$ cat config.mk
export PLATFORM = sky130hd
export DESIGN_NAME = ctrl_div
export DESIGN_NICKNAME = d
export VERILOG_FILES = /design/src/rtl/ctrl_div_pkg.sv /design/src/rtl/ctrl_div_sub_cmp.sv /design/src/rtl/ctrl_div.sv
export SDC_FILE = /design/constraint.sdc
export NUM_CORES = 1
export LEC_CHECK = 0
export CORE_MARGIN = 5
export CORE_UTILIZATION = 50
export DETAILED_ROUTE_END_ITERATION = 6
export DONT_BUFFER_PORTS = 1
export PLACE_DENSITY_LB_ADDON = 0.15
export SLEW_MARGIN = 20
export SYNTH_ARGS = -nofsm -noshare
export SYNTH_HDL_FRONTEND = slang
export SYNTH_HIERARCHICAL = 1
export SYNTH_SLANG_ARGS = --single-unit
$ cat constraint.sdc
create_clock -name clk -period 2.7 [get_ports clk]
set_clock_uncertainty 0.2 [all_clocks]
set_input_delay 0.135 -clock clk [delete_from_list [all_inputs] [get_ports clk]]
set_output_delay 0.135 -clock clk [all_outputs]
set_load 0.02 [all_outputs]
$ cat src/rtl/ctrl_div_pkg.sv
// Shared definitions for the ctrl_div restoring divider controller:
// FSM state encoding, default operand width and counter width helper.
package ctrl_div_pkg;

  localparam int DIV_WIDTH = 16;

  // Iteration counter must hold the value WIDTH itself, hence the extra bit.
  function automatic int cnt_width(input int w);
    return $clog2(w) + 1;
  endfunction

  typedef enum logic [2:0] {
    ST_IDLE  = 3'd0,
    ST_INIT  = 3'd1,
    ST_SHIFT = 3'd2,
    ST_SUB   = 3'd3,
    ST_DONE  = 3'd4
  } state_e;

endpackage

$ cat src/rtl/ctrl_div_sub_cmp.sv
// Compare/subtract slice of the divider: A - divisor in WIDTH+1 bits.
// ge is the inverted borrow (A >= divisor, unsigned); result is the low WIDTH bits.
module sub_cmp_div #(
  parameter int WIDTH = 16
) (
  input  logic [WIDTH-1:0] A,
  input  logic [WIDTH-1:0] divisor,
  output logic [WIDTH-1:0] result,
  output logic             ge
);

  logic [WIDTH:0] diff;

  // One extra bit turns the subtraction borrow into the compare result.
  always_comb begin
    diff   = {1'b0, A} - {1'b0, divisor};
    result = diff[WIDTH-1:0];
    ge     = ~diff[WIDTH];
  end

endmodule

$ cat src/rtl/ctrl_div.sv
// ctrl_div: sequencing FSM for a restoring divider whose {A,dividend}
// shift/accumulate stage lives downstream and samples init/sh/load_A on the
// falling edge. Optional divide-by-zero short cut under macro DIV_ZERO_CHECK_EN.
//
//   state    | meaning
//   ---------+-------------------------------------------------------------
//   ST_IDLE  | waiting for start; operands latched on accept
//   ST_INIT  | init high: shift stage clears A and loads the dividend
//   ST_SHIFT | sh high: {A,dividend} shifted left by one
//   ST_SUB   | load_A high when A >= divisor; counter decremented
//   ST_DONE  | remainder captured; done pulses on the way back to IDLE
//
// Control outputs are registered and decided on the edge that enters the
// state they belong to, so the SUB decision uses A as left by the shift.
module ctrl_div
  import ctrl_div_pkg::*;
#(
  parameter int WIDTH = DIV_WIDTH
) (
  input  logic             clk,
  input  logic             rst,
  input  logic             start,
  input  logic [WIDTH-1:0] dr_in,
  input  logic [WIDTH-1:0] dv_in,
  input  logic [WIDTH-1:0] A,
  output logic             init,
  output logic             sh,
  output logic             load_A,
  output logic [WIDTH-1:0] result,
  output logic [WIDTH-1:0] quotient,
  output logic [WIDTH-1:0] remainder,
  output logic             busy,
  output logic             done,
  output logic             dz
);

  localparam int CNT_W = cnt_width(WIDTH);

  state_e             state_q;
  logic [CNT_W-1:0]   cnt_q;
  logic [CNT_W-1:0]   cnt_d;
  logic [WIDTH-1:0]   quot_q;
  logic [WIDTH-1:0]   quot_d;
  logic [WIDTH-1:0]   rem_q;
  logic [WIDTH-1:0]   dr_q;
  logic               init_q;
  logic               sh_q;
  logic               load_a_q;
  logic               busy_q;
  logic               done_q;
  logic               ge;
`ifdef DIV_ZERO_CHECK_EN
  logic [WIDTH-1:0]   dv_q;
  logic               dz_q;
`endif

  sub_cmp_div #(
    .WIDTH(WIDTH)
  ) u_sub_cmp (
    .A      (A),
    .divisor(dr_q),
    .result (result),
    .ge     (ge)
  );

  // Next values for the iteration counter and the quotient shift register.
  always_comb begin
    cnt_d  = cnt_q - CNT_W'(1);
    quot_d = {quot_q[WIDTH-2:0], ge};
  end

  // Sequencing FSM with registered control and status outputs.
  always_ff @(posedge clk or negedge rst) begin
    if (!rst) begin
      state_q  <= ST_IDLE;
      cnt_q    <= '0;
      quot_q   <= '0;
      rem_q    <= '0;
      dr_q     <= '0;
      init_q   <= 1'b0;
      sh_q     <= 1'b0;
      load_a_q <= 1'b0;
      busy_q   <= 1'b0;
      done_q   <= 1'b0;
`ifdef DIV_ZERO_CHECK_EN
      dv_q     <= '0;
      dz_q     <= 1'b0;
`endif
    end else begin
      init_q   <= 1'b0;
      sh_q     <= 1'b0;
      load_a_q <= 1'b0;
      done_q   <= 1'b0;
      case (state_q)
        ST_IDLE: begin
          if (start) begin
            dr_q   <= dr_in;
            quot_q <= '0;
            cnt_q  <= CNT_W'(WIDTH);
            busy_q <= 1'b1;
`ifdef DIV_ZERO_CHECK_EN
            dv_q   <= dv_in;
            dz_q   <= 1'b0;
            if (dr_in == '0) begin
              quot_q  <= '1;
              state_q <= ST_DONE;
            end else begin
              init_q  <= 1'b1;
              state_q <= ST_INIT;
            end
`else
            init_q  <= 1'b1;
            state_q <= ST_INIT;
`endif
          end
        end
        ST_INIT: begin
          sh_q    <= 1'b1;
          state_q <= ST_SHIFT;
        end
        ST_SHIFT: begin
          load_a_q <= ge;
          quot_q   <= quot_d;
          state_q  <= ST_SUB;
        end
        ST_SUB: begin
          cnt_q <= cnt_d;
          if (cnt_d != '0) begin
            sh_q    <= 1'b1;
            state_q <= ST_SHIFT;
          end else begin
            state_q <= ST_DONE;
          end
        end
        ST_DONE: begin
          done_q  <= 1'b1;
          busy_q  <= 1'b0;
          state_q <= ST_IDLE;
`ifdef DIV_ZERO_CHECK_EN
          if (dr_q == '0) begin
            rem_q <= dv_q;
            dz_q  <= 1'b1;
          end else begin
            rem_q <= A;
          end
`else
          rem_q <= A;
`endif
        end
        default: begin
          busy_q  <= 1'b0;
          state_q <= ST_IDLE;
        end
      endcase
    end
  end

  assign init      = init_q;
  assign sh        = sh_q;
  assign load_A    = load_a_q;
  assign quotient  = quot_q;
  assign remainder = rem_q;
  assign busy      = busy_q;
  assign done      = done_q;
`ifdef DIV_ZERO_CHECK_EN
  assign dz        = dz_q;
`else
  assign dz        = 1'b0;
`endif

endmodule
* Word-level counts from Yosys, hierarchy flattened
Index checks and enable logic that the tools add are counted.
Word-level totals: bits in registers 61, bits in latches 0, RAM bits 0, memory bits (read-only) 0, input port bits 51, output and inout bits 54, memories 0
Operators by class: add/sub/neg operators 2, $mul 0, div/mod/pow operators 0, magnitude comparators 0, equal/unequal tests 5, shift operators 0, muxes and demuxes 15, bitwise logic cells 2, reduce and logical (&&, ||, !) cells 9
Operator list (count):
- $pmux 16 s2 | 1
- $sub 16x16->17 | 1
- $mux 16 | 1
- $pmux 3 s4 | 1
- $pmux 5 s2 | 1
- $reduce_and 2->1 | 4
- $eq 3x2->1 const B | 2
- $mux 1 | 6
- $mux 3 | 2
- $mux 5 | 1
- $reduce_bool 5->1 | 1
- $sub 5x1->5 const B | 1
- $pmux 1 s2 | 2
- $reduce_bool 2->1 | 2
- $eq 3x1->1 const B | 1
- $eq 3x3->1 const B | 1
- $logic_not 3->1 | 1
- $reduce_or 3->1 | 1
- $ne 2x2->1 const B | 1
- $not 1->1 | 2

* Logic depth before layout (Yosys ltp)
Gate-level depths: netlist (run 1).
word-level depth 4, gate-level depth with buffers 11, mapped depth without buffers 11

* Hierarchy
The synthesis (run 1) kept the hierarchy.
Modules (own cells, without submodules):
- ctrl_div | times used 1, cells each 171, area each 2508.7 µm², sequential area each 1526.5 µm²
- sub_cmp_div | times used 1, cells each 127, area each 857.1 µm², sequential area each 0.0 µm²

* Worst setup path after synthesis (run 1)
Ideal clock, no wire load.
kind register to output, start point register dr_q[0], end point output result[14], arrival 2122 ps, setup slack 243 ps, stages on the path, launching flop included 9, path buffers 0, cells stage by stage dfrtp_1 ha_1 fa_1 and2b_1 o2111ai_2 a21boi_2 a211oi_2 nand2b_2 a21oi_1
Between the ends: longest elaborated chain between the ends 1
RTL lines:
- start, declared | line ctrl_div.sv:45 | logic [WIDTH-1:0] dr_q;
- start signal, assigned | line ctrl_div.sv:97 | dr_q <= dr_in;
- $sub 16x16->17 | line ctrl_div_sub_cmp.sv:16 | diff = {1'b0, A} - {1'b0, divisor};
- end, declared | line ctrl_div.sv:29 | output logic [WIDTH-1:0] result,
Every way passes these cells.

* Worst setup path after layout (run 1)
Same ends and word-level chain as after synthesis.

==> flow_summary.toml, run 1 <==
[sta]
final_max_slew_viol_count = 0
setup_viol = 3
fin_crit_ns = 2.82
hold_viol_final = 0
holdWs_ns = 0.0171
relSlewSlack_pct = 58.3
fmax_mhz = 355
rsz0062_at_grt = "true"
setup_ws_ns = -0.119
period_share_pct = 104
tightestPinTransition_ns = 0.625

[job]
maxCapViolCount = 0

[yosys]
ys_seq_area_share_pct = 45.4
synth_ff_type = "dfrtp_1"
synth_edf_count = 0
synth.avg_cell_area_um2 = 11.3
synth_cells = 298
synth_nets = 368
synthDistinctLibCells = 61
synth.ff_latch_count = 61
synthArstFlopShare_pct = 100
ys_warn_count = 6
syn_area_um2 = 3370

[critical_path]
path_class = "flip-flop to output pin"
startpoint_type = "flip-flop"
path_buf_inv = 1
cp-end-kind = "output pin"
crit_arrival_ns = 2.48
crit_family = "compound AO/OA/AOI/OAI gates"
required_ns = 2.37
slowest_delay_ns = 0.38
cp_max_fo = 3
worst_path_max_delay_cell = "dfrtp_1"
path_cells = "ha_2 -> fa_2 -> and2b_2 -> o2111ai_4 -> a21boi_4 -> a41oi_2 -> o31ai_1 -> a21oi_1 -> buf_4"

[floorplan]
die_h_um = 92.0
pin_count = 105
start_util_pct = 50.4
core_um2 = 6680
die-width_um = 92.0
dieArea_um2 = 8470
rows = 30

[routing]
drc = 0
drtIter0Drc = 76
vias = 2413
viasPerCell = 5.62
totalWireLength_um = 7540
ant_nets = 0
drtPass1Iterations = 4
wire_per_inst_um = 17.6

[placed_design]
hpwl_um = 5000
gp_congestion = 0.781
preCtsSetupSlack_ns = 0.0696
port_buffers = 0

[layout]
antenna_cells = 0
drive_above_1_share_pct = 25.2
nFillCells = 549
synthToLayoutAreaGrowth_pct = 22.3
fin_nets = 414

[global_route]
grt_use_met3_pct = 5.33
grt_max_degree = 62
grt_overflow_total = 0
grt_use_met2_pct = 29.0
grt_pass1_wl_um = 12200
antenna_found_initial = 0
grtUsageTotal_pct = 18.2
grt.busiest_layer = "met2"
grt_pass1_vias = 2474
grt_use_met1_pct = 23.0

[power_and_ir_drop]
finalPower_mw = 5.34
p_leak_nw = 1.91
peakVddDrop_mv = 0.622
power.density_nw_per_um2 = 1300

[clocking]
clkSlewWorstSetupHoldPaths_ns = 0.07
worstSkewPairLatency_ns = 0.34
cts_buffers = 9
cts_root_buf = "clkbuf_8"
cts_sinks = 61
cts_buffer_depth = 2
cts_tree = "yes"
htreeDepth = 3

[run_status]
violations = "setup timing"
outcome = "finished with violations"

[min_path]
worstHoldPathType = "input pin to flip-flop"
-- layout make-up --
cell class	instances	area (um2)	share of cell area [%]
flip-flops and latches	61	1530	37.1
repair buffers	50	484	11.8
inverters	25	93.8	2.28
clock inverters	3	42.5	1.03
clock buffers	13	169	4.10
well taps	80	100	2.43
multi-input cells	197	1700	41.3
-- stage by stage --
step	setup TNS, ns	area, um2	cells	utilization [%]
after floorplan	0	3370	298	-
after global placement	0	3430	372	51.4
after detailed placement	0	3430	372	51.4
after CTS	-0.495	4050	426	60.6
after global routing	-0.603	4120	429	61.6
final	-0.251	4120	429	61.6
-- power breakdown --
group / total, mW / leakage [nW] / switching [mW] / internal, mW
combinational: 2.70 / 1.01 / 1.50 / 1.20
clock: 0.867 / 0.106 / 0.366 / 0.501
sequential: 1.78 / 0.787 / 0.527 / 1.25
-- sequential cells by signal, summed over array words and instances, names as in the netlist --
| register | cells |
|---|---|
| busy | 1 |
| sh | 1 |
| quotient | 16 |
| remainder | 16 |
| cnt_q | 5 |
| state_q | 3 |
| init | 1 |
| load_A | 1 |
| dr_q | 16 |
| done | 1 |
-- path summary, 6_finish.rpt --
check	cells past startpoint	startpoint	slack [ns]	to
max in group asynchronous	2	rst	1.90	quotient[5]
worst max-delay path	9	dr_q[0]	-0.12	result[14]
worst min-delay path	2	start	0.02	init
worst max register to register	10	dr_q[0]	0.16	quotient[0]
min in group asynchronous	2	rst	0.14	dr_q[3]
worst min register to register	1	cnt_q[4]	0.30	cnt_q[4]
-- logic make-up after synthesis --
group / count (synthesis) / share of synthesized area, %
other cells: 1 / 0.111
compound gates: 70 / 14.8
xor+xnor: 11 / 2.86
buf+inv: 40 / 6.06
simple gates: 60 / 10.6
flops: 61 / 45.4
mux: 36 / 12.9
fa+ha+maj: 19 / 7.29
-- cell usage in the layout, fill, tap and decap left out, types with 7 or more instances in the layout --
cell type / instances
dfrtp_1: 61
dlygate4sd3_1: 34
inv_1: 24
mux2_2: 24
a21oi_1: 21
a22o_1: 15
ha_1: 15
buf_4: 14
nor2_1: 12
clkbuf_8: 12
mux2_4: 9
nand2_1: 9
xnor2_1: 9
nor3_1: 8
nand2b_1: 7
-- what timing repair did --
| item | 4_1_cts | 5_1_grt |
|---|---|---|
| endpoints found under the hold margin | 95 | 0 |
| endpoints found under the setup margin | 4 | 9 |
| setup buffers | 3 | 3 |
| gates resized for setup | 3 | 10 |
| pin swaps | 6 | 10 |
| hold buffers | 35 | 0 |
-- cell usage after synthesis (all sizes together) (2+ instances only) --
cell type  instances  area [um2]
a211oi             2        20.0
a21o               7        53.8
a21oi             23         119
a22o              15         131
a31oi              2        12.5
and2b              2        16.3
buf               13         101
clkbuf             2        8.75
dfrtp             61        1530
ha                18         225
inv               25        93.8
mux2              33         405
mux2i              3        30.0
nand2              9        33.8
nand2b             8        52.6
nand3              3        15.0
nand4              2        12.5
nor2              14        55.1
nor2b              2        12.5
nor3               9        56.3
nor3b              2        26.3
nor4               2        12.5
o211ai             2        15.0
o21a               3        22.5
o21ai              6        30.0
o31ai              2        15.0
xnor2             10        87.6
-- per-layer routing --
layer  vias up  share of wire [%]
met4         0               0.98
met5         -                  0
met2        75                 47
met1      1173                 44
li1       1155                  -
met3        10                7.3
Power figures use the tool's default switching activity.
==> run 2, diff against run 1 <==
- RECOVER_POWER: default -> 25
==> run 2 against run 1 <==
Compared with the run above: the flow finishes with violations (capacitance limit, setup timing); sequential share of layout area up 0.20 points; sequential cell count unchanged; combinational power hardly changed; non-clock buffer count unchanged; wire length about the same; fmax is essentially flat; register-to-register slack hardly changed; sequential power barely moved; worst setup slack gained 0.00085 ns; largest cell class unchanged.
==> flow_summary.toml, run 2 (synthesis results as in run 1) <==
[run_status]
outcome = "finished with violations"
violations = "capacitance limit, setup timing"

[sta]
relSlewSlack_pct = 0.544
final_max_slew_viol_count = 0
fmax_mhz = 355
hold_viol_final = 0
tns_ns = -0.251
fin_crit_ns = 2.82
period_share_pct = 104
setup_viol = 3
rsz0062_at_grt = "true"
tightestPinTransition_ns = 1.49
setup_ws_ns = -0.118

[global_route]
antenna_found_initial = 0
grt_pass1_vias = 2474
grt_max_degree = 62
grt_overflow_total = 0
grtUsageTotal_pct = 18.2
grt_pass1_wl_um = 12200

[critical_path]
startpoint_type = "flip-flop"
path_class = "flip-flop to output pin"
regToRegStartpoint = "dr_q[0]"
cp-end-kind = "output pin"
worst_path_max_delay_cell = "dfrtp_1"
timing.rr.end = "quotient[0]"
crit_arrival_ns = 2.48
endpoint = "result[14]"
slowest_delay_ns = 0.38
r2r_cells = 10
cp_max_fo = 3
cp-startpoint = "dr_q[0]"
path_cells = "ha_2 -> fa_2 -> and2b_2 -> o2111ai_4 -> a21boi_4 -> a41oi_2 -> o31ai_1 -> a21oi_1 -> buf_4"
required_ns = 2.37
r2r_setup_slack_ns = 0.16

[power_and_ir_drop]
p_int_mw = 2.95
power.density_nw_per_um2 = 1300
power_frac_seq_pct = 33.3
power.switching_mw = 2.39
p_leak_nw = 1.90
power.share.clock_pct = 16.2
p_comb_share_pct = 50.5
peakVddDrop_mv = 0.622
p_sw_share_pct = 44.8

[routing]
drc = 0
viasPerCell = 5.66
totalWireLength_um = 7540
vias = 2427
drtPass1Iterations = 4
ant_nets = 0
drtIter0Drc = 56
wire_per_inst_um = 17.6

[clocking]
htreeDepth = 3
cts_sinks = 61
cts_buffer_depth = 2
clkSlewWorstSetupHoldPaths_ns = 0.07
worstSkewPairLatency_ns = 0.34
cts_tree = "yes"
cts_root_buf = "clkbuf_8"
cts_buffers = 9

[floorplan]
rows = 30
die_h_um = 92.0
die-width_um = 92.0
pin_count = 105
dieArea_um2 = 8470
start_util_pct = 50.4
core_um2 = 6680

[layout]
final_common_cell = "dfrtp_1"
synthToLayoutAreaGrowth_pct = 21.6
nFillCells = 550
layout_common_cells = "dfrtp_1 (61), dlygate4sd3_1 (34), inv_1 (24), mux2_2 (24), a21oi_1 (21)"
seqCellArea_um2 = 1530
post-route-cell-area_um2 = 4090
drive_above_1_share_pct = 25.2
antenna_cells = 0
fin_nets = 414
multi_input_area_um2 = 1700

[min_path]
worstHoldPathType = "input pin to flip-flop"

[placed_design]
placed_area_um2 = 3430
hpwl_um = 5000
gp_congestion = 0.781
port_buffers = 0

[job]
maxCapViolCount = 1
## run 2: worst min-delay path by stage
| stage | start | endpoint | slack, ns | cells after the start |
|---|---|---|---|---|
| 2_1_floorplan | rst | busy | -0.36 | 0 |
| 3_3_place_gp | rst | dr_q[1] | -0.36 | 0 |
| 3_5_place_dp | rst | remainder[2] | -0.36 | 0 |
| 4_1_cts | start | init | 0.009 | 2 |
| 5_1_grt | start | init | 0.02 | 2 |
| 6_report | start | init | 0.02 | 2 |
## run 2: worst max-delay path, delay by kind of cell (launching register included)
family	cells	cell delay (ns)
AND/OR/NAND/NOR	1	0.26
buffers and inverters	1	0.16
adder cells (fa/ha/maj)	2	0.52
flip-flops	1	0.38
AO/OA/AOI/OAI	5	0.82
## run 2: layout make-up
| class | instances | area share, % |
|---|---|---|
| Tap cell | 80 | 2.45 |
| Inverter | 25 | 2.29 |
| Sequential cell | 61 | 37.3 |
| Clock buffer | 13 | 4.13 |
| Timing Repair Buffer | 50 | 11.3 |
| Multi-Input combinational cell | 197 | 41.5 |
| Clock inverter | 3 | 1.04 |
## run 2: power by group through the flow
stage          Sequential, mW  Clock (mW)  Combinational (mW)
6_report                 1.78       0.867                2.69
5_1_grt                  1.84       0.933                2.95
4_1_cts                  1.78       0.878                2.59
3_5_place_dp             1.79           0                2.48
3_3_place_gp             1.78           0                2.43
2_1_floorplan            1.66           0                2.08
## run 2: metrics by stage
| stage | worst slack [ns] | power, mW | cells | utilization (%) | hold slack [ns] |
|---|---|---|---|---|---|
| detailed placement | 0.0696 | 4.27 | 372 | 51.4 | -0.359 |
| finish | -0.118 | 5.34 | 429 | 61.3 | 0.0171 |
| global route | -0.222 | 5.72 | 429 | 61.3 | 0.0182 |
| floorplan | 0.243 | 3.73 | 298 | - | -0.361 |
| global placement | 0.123 | 4.22 | 372 | 51.4 | -0.359 |
| CTS | -0.215 | 5.25 | 426 | 60.6 | 0.00936 |
## run 2: repair_timing
action	in CTS	in global routing
hold endpoints to repair	95	0
pin swaps	6	10
endpoints found under the setup margin	4	9
buffers inserted	3	3
hold buffers	35	0
resized for setup	3	10
## run 2: routing by layer
layer / vias up / share of wire [%] / global-route usage, % / wire (um)
li1: 1154 / - / - / -
met1: 1186 / 44 / 23.0 / 3360
met2: 79 / 47 / 29.0 / 3570
met3: 8 / 7.2 / 5.33 / 540
met4: 0 / 0.94 / 8.17 / 71
met5: - / 0 / 0 / 0
==> run 3, diff against run 2 <==
- CORE_MARGIN: 5 -> default
- CORE_UTILIZATION: 50 -> 45
- TNS_END_PERCENT: default -> 50
==> run 3 against run 2 <==
Compared with the run above: the flow finishes with violations (setup timing); sequential power about the same; die area decreased by 7.6%; worst hold slack improved by 0.12 ns; wire length decreased by 8.0%; utilization decreased by 5.7 points; sequential share of layout area increased by 0.58 points; register-to-register slack got worse by 0.02 ns; non-clock buffer count decreased by 4; fmax decreased by 1.5%; largest cell class unchanged; highest routed layer unchanged.
==> flow_summary.toml, run 3 (synthesis results as in run 1) <==
[clocking]
worstSkewPairLatency_ns = 0.34
cts_root_buf = "clkbuf_8"
cts_buffer_depth = 2
htreeDepth = 3
cts_tree = "yes"
clkSlewWorstSetupHoldPaths_ns = 0.08
cts_buffers = 9
cts_sinks = 61

[critical_path]
timing.rr.end = "quotient[0]"
required_ns = 2.37
slowest_delay_ns = 0.39
r2r_setup_slack_ns = 0.14
regToRegStartpoint = "dr_q[0]"
path_buf_inv = 1
crit_arrival_ns = 2.52
cp-end-kind = "output pin"
startpoint_type = "flip-flop"
crit_family = "compound AO/OA/AOI/OAI gates"
path_class = "flip-flop to output pin"
worst_path_max_delay_cell = "dfrtp_1"
cp_max_fo = 3
path_cells = "ha_2 -> fa_2 -> and2b_1 -> o2111ai_2 -> a21boi_2 -> a41oi_2 -> o31ai_1 -> a21oi_1 -> buf_4"
r2r_cells = 10

[sta]
setup_viol = 4
final_max_slew_viol_count = 0
fin_crit_ns = 2.86
fmax_mhz = 350
holdWs_ns = 0.133
hold_viol_final = 0
tightestPinTransition_ns = 1.46
relSlewSlack_pct = 2.89
rsz0062_at_grt = "true"
period_share_pct = 106
setup_ws_ns = -0.160

[floorplan]
dieArea_um2 = 7830
pin_count = 105
die-width_um = 88.5
die_h_um = 88.5
core_um2 = 7250
start_util_pct = 46.4
rows = 31

[layout]
fin_nets = 410
antenna_cells = 0
drive_above_1_share_pct = 24.1
synthToLayoutAreaGrowth_pct = 19.7
layout_common_cells = "dfrtp_1 (61), dlygate4sd3_1 (34), inv_1 (24), mux2_2 (24), a21oi_1 (22)"
final_common_cell = "dfrtp_1"

[global_route]
grt_pass1_wl_um = 11200
grt_max_degree = 62
grt_pass1_vias = 2361
grtUsageTotal_pct = 19.0
grt_overflow_total = 0
antenna_found_initial = 0

[routing]
drtIter0Drc = 66
drc = 0
drtPass1Iterations = 4
totalWireLength_um = 6940
vias = 2402
ant_nets = 0
wire_per_inst_um = 15.6
viasPerCell = 5.41

[min_path]
hold_depth = 3
hold_start = "start"
worstHoldPathType = "input pin to flip-flop"
whs_endpoint = "dr_q[6]"

[placed_design]
port_buffers = 0
hpwl_um = 4700
gp_congestion = 0.863

[power_and_ir_drop]
p_leak_nw = 1.86
p_int_mw = 2.70
p_comb_share_pct = 50.2
finalPower_mw = 5.06
power.density_nw_per_um2 = 1260
p_sw_share_pct = 46.6
peakVddDrop_mv = 0.698
power_frac_seq_pct = 35.0
power.share.clock_pct = 14.9
power.switching_mw = 2.36

[run_status]
outcome = "finished with violations"
violations = "setup timing"

[job]
maxCapViolCount = 0
==> run 3: cell count changes in the layout (fill, tap and decap cells not counted), moves of 2 or more <==
cell	change
clkbuf_8	-3
inv_6	+2
clkinv_4	+2
buf_4	-3
==> run 3: what timing repair did <==
item | in CTS | in global routing
hold buffers | 35 | 0
gates cloned | 0 | 0
setup buffers | 1 | 0
setup endpoints to repair | 5 | 9
gates resized for setup | 4 | 4
hold endpoints to repair | 95 | 0
pin swaps | 6 | 8
==> run 3: through the flow <==
step | setup slack, ns | instances | setup TNS (ns) | cell area [um2] | util, %
3_3_place_gp | 0.124 | 392 | 0 | 3460 | 47.7
2_1_floorplan | 0.243 | 298 | 0 | 3370 | -
3_5_place_dp | 0.118 | 392 | 0 | 3460 | 47.7
5_1_grt | -0.327 | 444 | -1.13 | 4030 | 55.6
6_report | -0.160 | 444 | -0.415 | 4030 | 55.6
4_1_cts | -0.220 | 444 | -0.530 | 4040 | 55.7
==> run 3: worst max-delay path by stage <==
stage,startpoint,endpoint,cells after the start
global route,dr_q[0],result[14],9
floorplan,dr_q[0],result[14],8
global placement,dr_q[0],result[14],9
CTS,dr_q[0],result[14],9
finish,dr_q[0],result[14],9
detailed placement,dr_q[0],result[14],9
==> run 3: worst min-delay path: cells and delay by family <==
kind | cells | cell delay [ns]
simple gates | 1 | 0.11
mux | 1 | 0.23
buf+inv | 1 | 0.18
==> run 3: final cells by class <==
type / instances / area (um2)
Fill cell: 663 / 3220
Inverter: 25 / 93.8
Multi-Input combinational cell: 197 / 1680
Clock inverter: 7 / 58.8
Sequential cell: 61 / 1530
Clock buffer: 9 / 124
Tap cell: 99 / 124
Timing Repair Buffer: 46 / 428
==> run 3: per-layer routing <==
layer	vias to the layer above	part of all wire, %	GRT usage [%]
met4	0	2.1	7.77
met1	1165	43	23.1
li1	1146	-	-
met5	-	0	0
met3	12	5.6	6.06
met2	79	49	31.3
==> run 3: power by group through the flow <==
stage | combinational [mW] | clock [mW] | sequential [mW]
6_report | 2.54 | 0.753 | 1.77
5_1_grt | 2.82 | 0.814 | 1.83
2_1_floorplan | 2.08 | 0 | 1.66
4_1_cts | 2.54 | 0.789 | 1.77
3_3_place_gp | 2.40 | 0 | 1.78
3_5_place_dp | 2.43 | 0 | 1.78
